--- src/rtl/audio_pkg.sv ---
// Shared constants and types for the audio PWM output stage.
package audio_pkg;

  localparam int AUDIO_DATA_W = 8;
  localparam int AUDIO_FIFO_DEPTH = 4;
  localparam logic [7:0] AUDIO_RESET_DUTY = 8'h80;

  typedef struct packed {
    logic full;
    logic empty;
  } fifo_flags_t;

  function automatic int level_w(input int depth);
    return $clog2(depth) + 1;
  endfunction

endpackage

--- src/rtl/audio_pwm_out_if.sv ---
// Sample stream handshake from the mixer into the PWM output stage.
interface audio_pwm_out_if
  import audio_pkg::*;
#(
  parameter int DATA_W = AUDIO_DATA_W
);
  logic              valid;
  logic              ready;
  logic [DATA_W-1:0] data;

  modport master (output valid, output data, input ready);
  modport slave  (input valid, input data, output ready);
endinterface

--- src/rtl/audio_pwm_out_sample_fifo.sv ---
// Synchronous sample buffer; pointers carry one extra wrap bit to tell full from empty.
module sample_fifo
  import audio_pkg::*;
#(
  parameter int WIDTH = AUDIO_DATA_W,
  parameter int DEPTH = AUDIO_FIFO_DEPTH,
  localparam int PTR_W = level_w(DEPTH)
) (
  input  logic             clk,
  input  logic             rst,
  input  logic             push,
  input  logic [WIDTH-1:0] wdata,
  input  logic             pop,
  output logic [WIDTH-1:0] rdata,
  output logic             full,
  output logic             empty,
  output logic [PTR_W-1:0] level
);

  logic [WIDTH-1:0] mem [DEPTH];
  logic [PTR_W-1:0] wr_ptr;
  logic [PTR_W-1:0] rd_ptr;
  logic             do_push;
  logic             do_pop;

  assign empty = (wr_ptr == rd_ptr);
  assign full  = (wr_ptr[PTR_W-1] != rd_ptr[PTR_W-1]) &&
                 (wr_ptr[PTR_W-2:0] == rd_ptr[PTR_W-2:0]);
  assign level = wr_ptr - rd_ptr;

  assign do_push = push && !full;
  assign do_pop  = pop && !empty;
  assign rdata   = mem[rd_ptr[PTR_W-2:0]];

  always_ff @(posedge clk or posedge rst) begin
    if (rst) begin
      wr_ptr <= '0;
      rd_ptr <= '0;
    end else begin
      if (do_push) wr_ptr <= wr_ptr + 1'b1;
      if (do_pop)  rd_ptr <= rd_ptr + 1'b1;
    end
  end

  // Storage needs no reset: the pointers alone define which entries are valid.
  always_ff @(posedge clk) begin
    if (do_push) mem[wr_ptr[PTR_W-2:0]] <= wdata;
  end

endmodule

--- src/rtl/audio_pwm_out.sv ---
// Audio output stage: buffers PCM samples and renders one sample per PWM period.
module audio_pwm_out
  import audio_pkg::*;
#(
  parameter int DATA_W = AUDIO_DATA_W,
  parameter int FIFO_DEPTH = AUDIO_FIFO_DEPTH,
  parameter logic [DATA_W-1:0] RESET_DUTY = AUDIO_RESET_DUTY
) (
  input  logic                          clk,
  input  logic                          rst,
  input  logic                          enable,
  audio_pwm_out_if.slave                s,
  input  logic                          clr_underflow,
  output logic                          pwm_out,
  output logic                          sample_tick,
  output logic                          underflow,
  output logic [$clog2(FIFO_DEPTH):0]   fifo_level
);

  localparam logic [DATA_W-1:0] CNT_MAX = '1;

  logic [DATA_W-1:0] cnt;
  logic [DATA_W-1:0] cnt_next;
  logic [DATA_W-1:0] duty;
  logic [DATA_W-1:0] duty_next;
  logic [DATA_W-1:0] head;
  logic              boundary;
  logic              pop;
  logic              push;
  fifo_flags_t       flags;

  sample_fifo #(
    .WIDTH (DATA_W),
    .DEPTH (FIFO_DEPTH)
  ) u_fifo (
    .clk   (clk),
    .rst   (rst),
    .push  (push),
    .wdata (s.data),
    .pop   (pop),
    .rdata (head),
    .full  (flags.full),
    .empty (flags.empty),
    .level (fifo_level)
  );

  // Ready depends only on registered FIFO state, so a pop in the same cycle
  // never opens a slot for a full buffer.
  assign s.ready = !flags.full;
  assign push    = s.valid && !flags.full;

  assign boundary  = enable && (cnt == CNT_MAX);
  assign pop       = boundary && !flags.empty;
  assign cnt_next  = enable ? cnt + 1'b1 : '0;
  assign duty_next = pop ? head : duty;

  // Comparing against next-state values lets a new duty start exactly on
  // the first cycle of the new period.
  always_ff @(posedge clk or posedge rst) begin
    if (rst) begin
      cnt         <= '0;
      duty        <= RESET_DUTY;
      pwm_out     <= 1'b0;
      sample_tick <= 1'b0;
      underflow   <= 1'b0;
    end else begin
      cnt         <= cnt_next;
      duty        <= duty_next;
      pwm_out     <= enable && (cnt_next < duty_next);
      sample_tick <= boundary;
      if (boundary && flags.empty) underflow <= 1'b1;
      else if (clr_underflow)      underflow <= 1'b0;
    end
  end

endmodule

--- src/flat_wrapper.sv ---
// flat-port wrapper written by rule: the top's interface ports become plain ports
module audio_pwm_out_flat import audio_pkg::*;
#(
  parameter int DATA_W = AUDIO_DATA_W,
  parameter int FIFO_DEPTH = AUDIO_FIFO_DEPTH,
  parameter logic [DATA_W-1:0] RESET_DUTY = AUDIO_RESET_DUTY
)
  (clk, rst, enable, clr_underflow, pwm_out, sample_tick, underflow, fifo_level, s_valid, s_data, s_ready);
  audio_pwm_out_if #(.DATA_W(DATA_W)) s_i ();
  input  logic clk;
  input  logic rst;
  input  logic enable;
  input  logic clr_underflow;
  output logic pwm_out;
  output logic sample_tick;
  output logic underflow;
  output logic [$clog2(FIFO_DEPTH):0] fifo_level;
  input wire logic [$bits(s_i.valid)-1:0] s_valid;
  input wire logic [$bits(s_i.data)-1:0] s_data;
  output wire logic [$bits(s_i.ready)-1:0] s_ready;
  assign s_i.valid = s_valid;
  assign s_i.data = s_data;
  assign s_ready = s_i.ready;
  audio_pwm_out #(.DATA_W(DATA_W), .FIFO_DEPTH(FIFO_DEPTH), .RESET_DUTY(RESET_DUTY)) u_core (.clk(clk), .rst(rst), .enable(enable), .s(s_i), .clr_underflow(clr_underflow), .pwm_out(pwm_out), .sample_tick(sample_tick), .underflow(underflow), .fifo_level(fifo_level));
endmodule
--- config.mk ---
export PLATFORM = sky130hd
export DESIGN_NAME = audio_pwm_out_flat
export DESIGN_NICKNAME = d
export VERILOG_FILES = /design/src/rtl/audio_pkg.sv /design/src/rtl/audio_pwm_out_if.sv /design/src/rtl/audio_pwm_out_sample_fifo.sv /design/src/rtl/audio_pwm_out.sv /design/src/flat_wrapper.sv
export SDC_FILE = /design/constraint.sdc
export NUM_CORES = 1
export LEC_CHECK = 0
export ABC_CLOCK_PERIOD_IN_PS = 4200
export CAP_MARGIN = 20
export CORE_MARGIN = 1.5
export CORE_UTILIZATION = 52
export CTS_CLUSTER_SIZE = 25
export DETAILED_ROUTE_END_ITERATION = 12
export PLACE_DENSITY = 0.75
export SYNTH_ARGS = -nofsm -noshare
export SYNTH_HDL_FRONTEND = slang
export SYNTH_HIERARCHICAL = 1
export SYNTH_SLANG_ARGS = --single-unit
--- constraint.sdc ---
create_clock -name clk -period 4.2 [get_ports clk]
set_input_delay 1.05 -clock clk [delete_from_list [all_inputs] [get_ports clk]]
set_output_delay 1.05 -clock clk [all_outputs]
set_load 0.03 [all_outputs]
Word-level counts from Yosys, hierarchy flattened

Memories as Yosys holds them, arrays and structs flattened.
Cells that the tools add are included.

Memories kept: 1
Memory bits (writable): 32
Output and inout bits: 7
Flip-flop bits (word level): 25

Mux-type cells: 6
$lt $le $gt $ge: 1
Eq/ne operators: 4
Reduce and logical (&&, ||, !) cells: 11
$add $sub $neg: 4

Memories:

| memory            | depth | bits a word | read ports | clocked after memory_dff | wr ports | line                            | RTL |
|---|---|---|---|---|---|---|---|
| u_core.u_fifo.mem | 4     | 8           | 1          | 0                        | 1        | audio_pwm_out_sample_fifo.sv:20 | `logic [WIDTH-1:0] mem [DEPTH];` |

Operator list:

| cell                | number |
|---|---|
| $mux 8              | 2 |
| $add 8x1->8 const B | 1 |
| $eq 8x8->1 const B  | 1 |
| $logic_and 1x1->1   | 8 |
| $lt 8x8->1          | 1 |
| $add 3x1->3 const B | 2 |
| $mux 1              | 4 |
| $eq 3x3->1          | 1 |
| $sub 3x3->3         | 1 |
| $eq 2x2->1          | 1 |
| $logic_not 1->1     | 2 |
| $reduce_bool 2->1   | 1 |
| $ne 1x1->1          | 1 |

Logic depth before layout (Yosys ltp)

Word-level depth: 7
Gate-level depth with buffers: 13
Gate-level depth less buffers: 11

Cells and area by module

The synthesis kept the hierarchy.

By module, submodules not included:

| module        | times used | area an instance (um^2) | cells each |
|---|---|---|---|
| sample_fifo   | 1          | 1615.3                  | 88 |
| audio_pwm_out | 1          | 987.2                   | 88 |

Worst setup path after synthesis

OpenSTA, ideal clock, no wires.

Kind: register to register
Start: register u_core.u_fifo.rd_ptr[1]
End: register u_core.pwm_out
Stages on the path, launching flop included: 14
Slack: 1.269 ns
Data arrival time: 2.837 ns
Clock period less this slack: 2.931 ns
Path buffers: 2
Library setup time: 0.094 ns
Cell sequence: dfrtp_1 -> clkbuf_1 -> inv_1 -> ha_1 -> nand2_1 -> nor2_1 -> nor3_2 -> buf_6 -> mux2i_1 -> ha_1 -> a21o_1 -> a211oi_1 -> a21oi_1 -> a211oi_1

RTL lines:

| element                | line                            | RTL |
|---|---|---|
| start, declared        | audio_pwm_out_sample_fifo.sv:22 | `logic [PTR_W-1:0] rd_ptr;` |
| start signal, assigned | audio_pwm_out_sample_fifo.sv:41 | `if (do_pop) rd_ptr <= rd_ptr + 1'b1;` |
| end signal, assigned   | audio_pwm_out.sv:69             | `pwm_out <= enable && (cnt_next < duty_next);` |
| end, declared          | audio_pwm_out.sv:14             | `output logic pwm_out,` |

==> flow_summary.yaml <==
setup_path:
  slowest_delay_ns: 0.66
  arrival_ns: 2.45
  worstPathRequired_ns: 3.15
  path_buf_inv: 4
  cpMaxStageDelayCell: "clkdlybuf4s50_1"
  path_delay_family: "buffers and inverters"
  cp_common_cell: "inv_1"
  end_kind: "primary output"
  worst-r2r-setup-slack_ns: 1.05
  cp-start-kind: "register"
  crit_fanout: 11
  critPathKind: "reg2out"
  crit_chain: "inv_1, ha_1, nand3_1, inv_1, inv_1, clkdlybuf4s50_1"
clocking:
  h-tree-depth: 3
  clkTransAtPathRegs_ns: 0.07
  cts_tree: "yes"
  root_buffer: "clkbuf_8"
  cts_setup_buffers: 0
  cts_sinks: 57
  clk-insertion-delay-late_ns: 0.33
  ctsHoldBuffers: 0
  clock_path_buffers: 2
  cts_made_buffers: 9
  cts_resized: 0
cells_and_area:
  multiInputGateArea_sq_um: 920
  diodes: 0
  layout-drive-gt1-share_pct: 17.6
  nFillCells: 366
  final_cell_area_sq_um: 3090
  postLayoutCoreUtil_pct: 64.6
  nets: 234
  ff_latch_area_sq_um: 1590
  synthToLayoutAreaGrowth_pct: 18.7
detailed_routing:
  post_drt_via_cell_ratio: 5.22
  drc: 0
  wl_per_cell_microns: 16.1
  totalWireLength_microns: 4470
  vias: 1447
  drtAntennaViolNets: 0
  drtIter0Drc: 71
  drtPass1Iterations: 4
placed_design:
  place_ws_ns: 0.729
  gp_congestion: 0.871
  dpl_cell_area_sq_um: 2870
  port_buffers: 19
  detailed_place_hpwl_microns: 3230
timing:
  skew_ns: 0.00839
  fin_crit_sh_pct: 83.4
  min_period_ns: 3.50
  layout_setup_ws_ns: 0.696
  fin_tns_setup_ns: 0
  worstMarginPinSlew_ns: 0.713
  grt_setup_unrepaired: "false"
  setup_viol: 0
  max_freq_mhz: 285
  final-hold-violation-count: 0
  slew_viol_final: 0
  slew_headroom_pct: 52.4
pwr:
  cellLeakagePower_nw: 1.32
  vdd_drop_max_uv: 426
  p_per_area_nw_per_um2: 514
logic_synthesis:
  yosys_register_bits: 57
  synth-edff-count: 32
  yosys-top-cells-area: "edfxtp_1 (37%), dfrtp_1 (23%), ha_1 (7.2%)"
  yosysWarnings: 6
  async_reset_ff_share_pct: 43.9
  yosysUniqueCellTypes: 37
  syn_area_sq_um: 2600
  ys.flop_type: "edfxtp_1"
  ys_seq_area_share_pct: 61.0
  synth_top_area_share_pct: 36.9
  netlist_instances: 176
  syn-num-nets: 205
  synth_area_leader_cell: "edfxtp_1"
  syn_area_per_cell_sq_um: 14.8
grt:
  grt_max_degree: 20
  grt_use_total_pct: 19.9
  antenna_found_initial: 0
  grt-ovfl-total: 0
  first_global_vias: 1489
  grt_pass1_wl_microns: 7430
outcome:
  outcome: "finished, final reports clean"
floorplanning:
  die_area_sq_um: 5440
  fp.dieH_microns: 73.7
  rows: 25
  die_w_microns: 73.7
  io_pins: 20
  start_util_pct: 54.4
  core_area_sq_um: 4790
worst_hold_path:
  holdCritPathClass: "reg2reg"
job:
  maxCapViolCount: 0
==> registers in the layout, summed over array words and instances, names as in the netlist <==
signal / count
u_core/u_fifo/mem: 32
u_core/cnt: 8
u_core/duty: 8
u_core/u_fifo/wr_ptr: 3
u_core/u_fifo/rd_ptr: 3
u_core/sample_tick: 1
u_core/underflow: 1
u_core/pwm_out: 1
==> cell families after synthesis <==
| logic type | after synthesis | share of synthesized area (%) |
|---|---|---|
| mux | 19 | 11.6 |
| buf+inv | 23 | 3.65 |
| xor+xnor | 10 | 3.65 |
| compound gates | 12 | 3.27 |
| simple gates | 39 | 8.85 |
| flops | 57 | 61.0 |
| fa+ha+maj | 16 | 7.98 |
==> cells in the mapped netlist, drive strengths merged, types with 2 or more instances <==
library cell,number
xnor2,8
and2,7
inv,20
and3,5
mux2,3
mux2i,8
ha,15
dfrtp,24
a211oi,2
buf,2
edfxtp,32
nor2,2
xor2,2
nand3,5
nor2b,2
a21o,2
mux4,8
nand4,4
nand2,10
o21ai,4
==> power breakdown <==
group          switching [mW]  internal, mW
Clock                   0.217         0.333
Combinational           0.187         0.130
Sequential             0.0396         0.682
Total                   0.444          1.14
==> cell type report <==
cell class | count | area share [%]
well taps | 67 | 2.71
flip-flops and latches | 57 | 51.4
clock inverters | 7 | 3.08
inverters | 20 | 2.43
repair buffers | 21 | 6.64
clock buffers | 9 | 4.01
multi-input cells | 96 | 29.8
==> metal layers <==
layer	vias up	track usage [%]	routed length [microns]
li1	689	-	-
met1	716	24.4	1940
met2	32	31.7	2270
met3	10	5.35	156
met4	0	11.1	107
met5	-	0	0
==> placed cells by master (no fill, tap or decap), types with 3 or more instances in the layout <==
cell type	count
and2_1	7
and3_1	5
clkbuf_8	9
clkdlybuf4s50_1	19
dfrtp_1	24
edfxtp_1	32
ha_1	15
inv_1	20
mux2i_1	8
mux4_2	8
nand2_1	10
nand3_1	5
o21ai_0	3
xnor2_1	8
==> through the flow <==
step	instances	hold slack (ns)	total power [mW]
2_1_floorplan	176	0.443	0.936
3_3_place_gp	261	0.467	1.03
3_5_place_dp	261	0.477	1.05
4_1_cts	277	0.494	1.61
5_1_grt	277	0.513	1.67
6_report	277	0.483	1.59
==> final timing paths <==
path | start | end | cells past startpoint
max reg2reg | u_core/u_fifo/rd_ptr[1] | u_core/pwm_out | 12
min reg2reg | u_core/duty[0] | u_core/duty[0] | 2
min | u_core/duty[0] | u_core/duty[0] | 2
max in group asynchronous | rst | u_core/cnt[4] | 2
max | u_core/u_fifo/rd_ptr[1] | s_ready | 6
min in group asynchronous | rst | u_core/u_fifo/wr_ptr[0] | 2
==> worst min-delay path: stages, from the launching register on <==
cell      delay [ns]
dfrtp_1         0.33
nand2b_1        0.07
nand2_1         0.06
(Power assumes the default switching activity.)
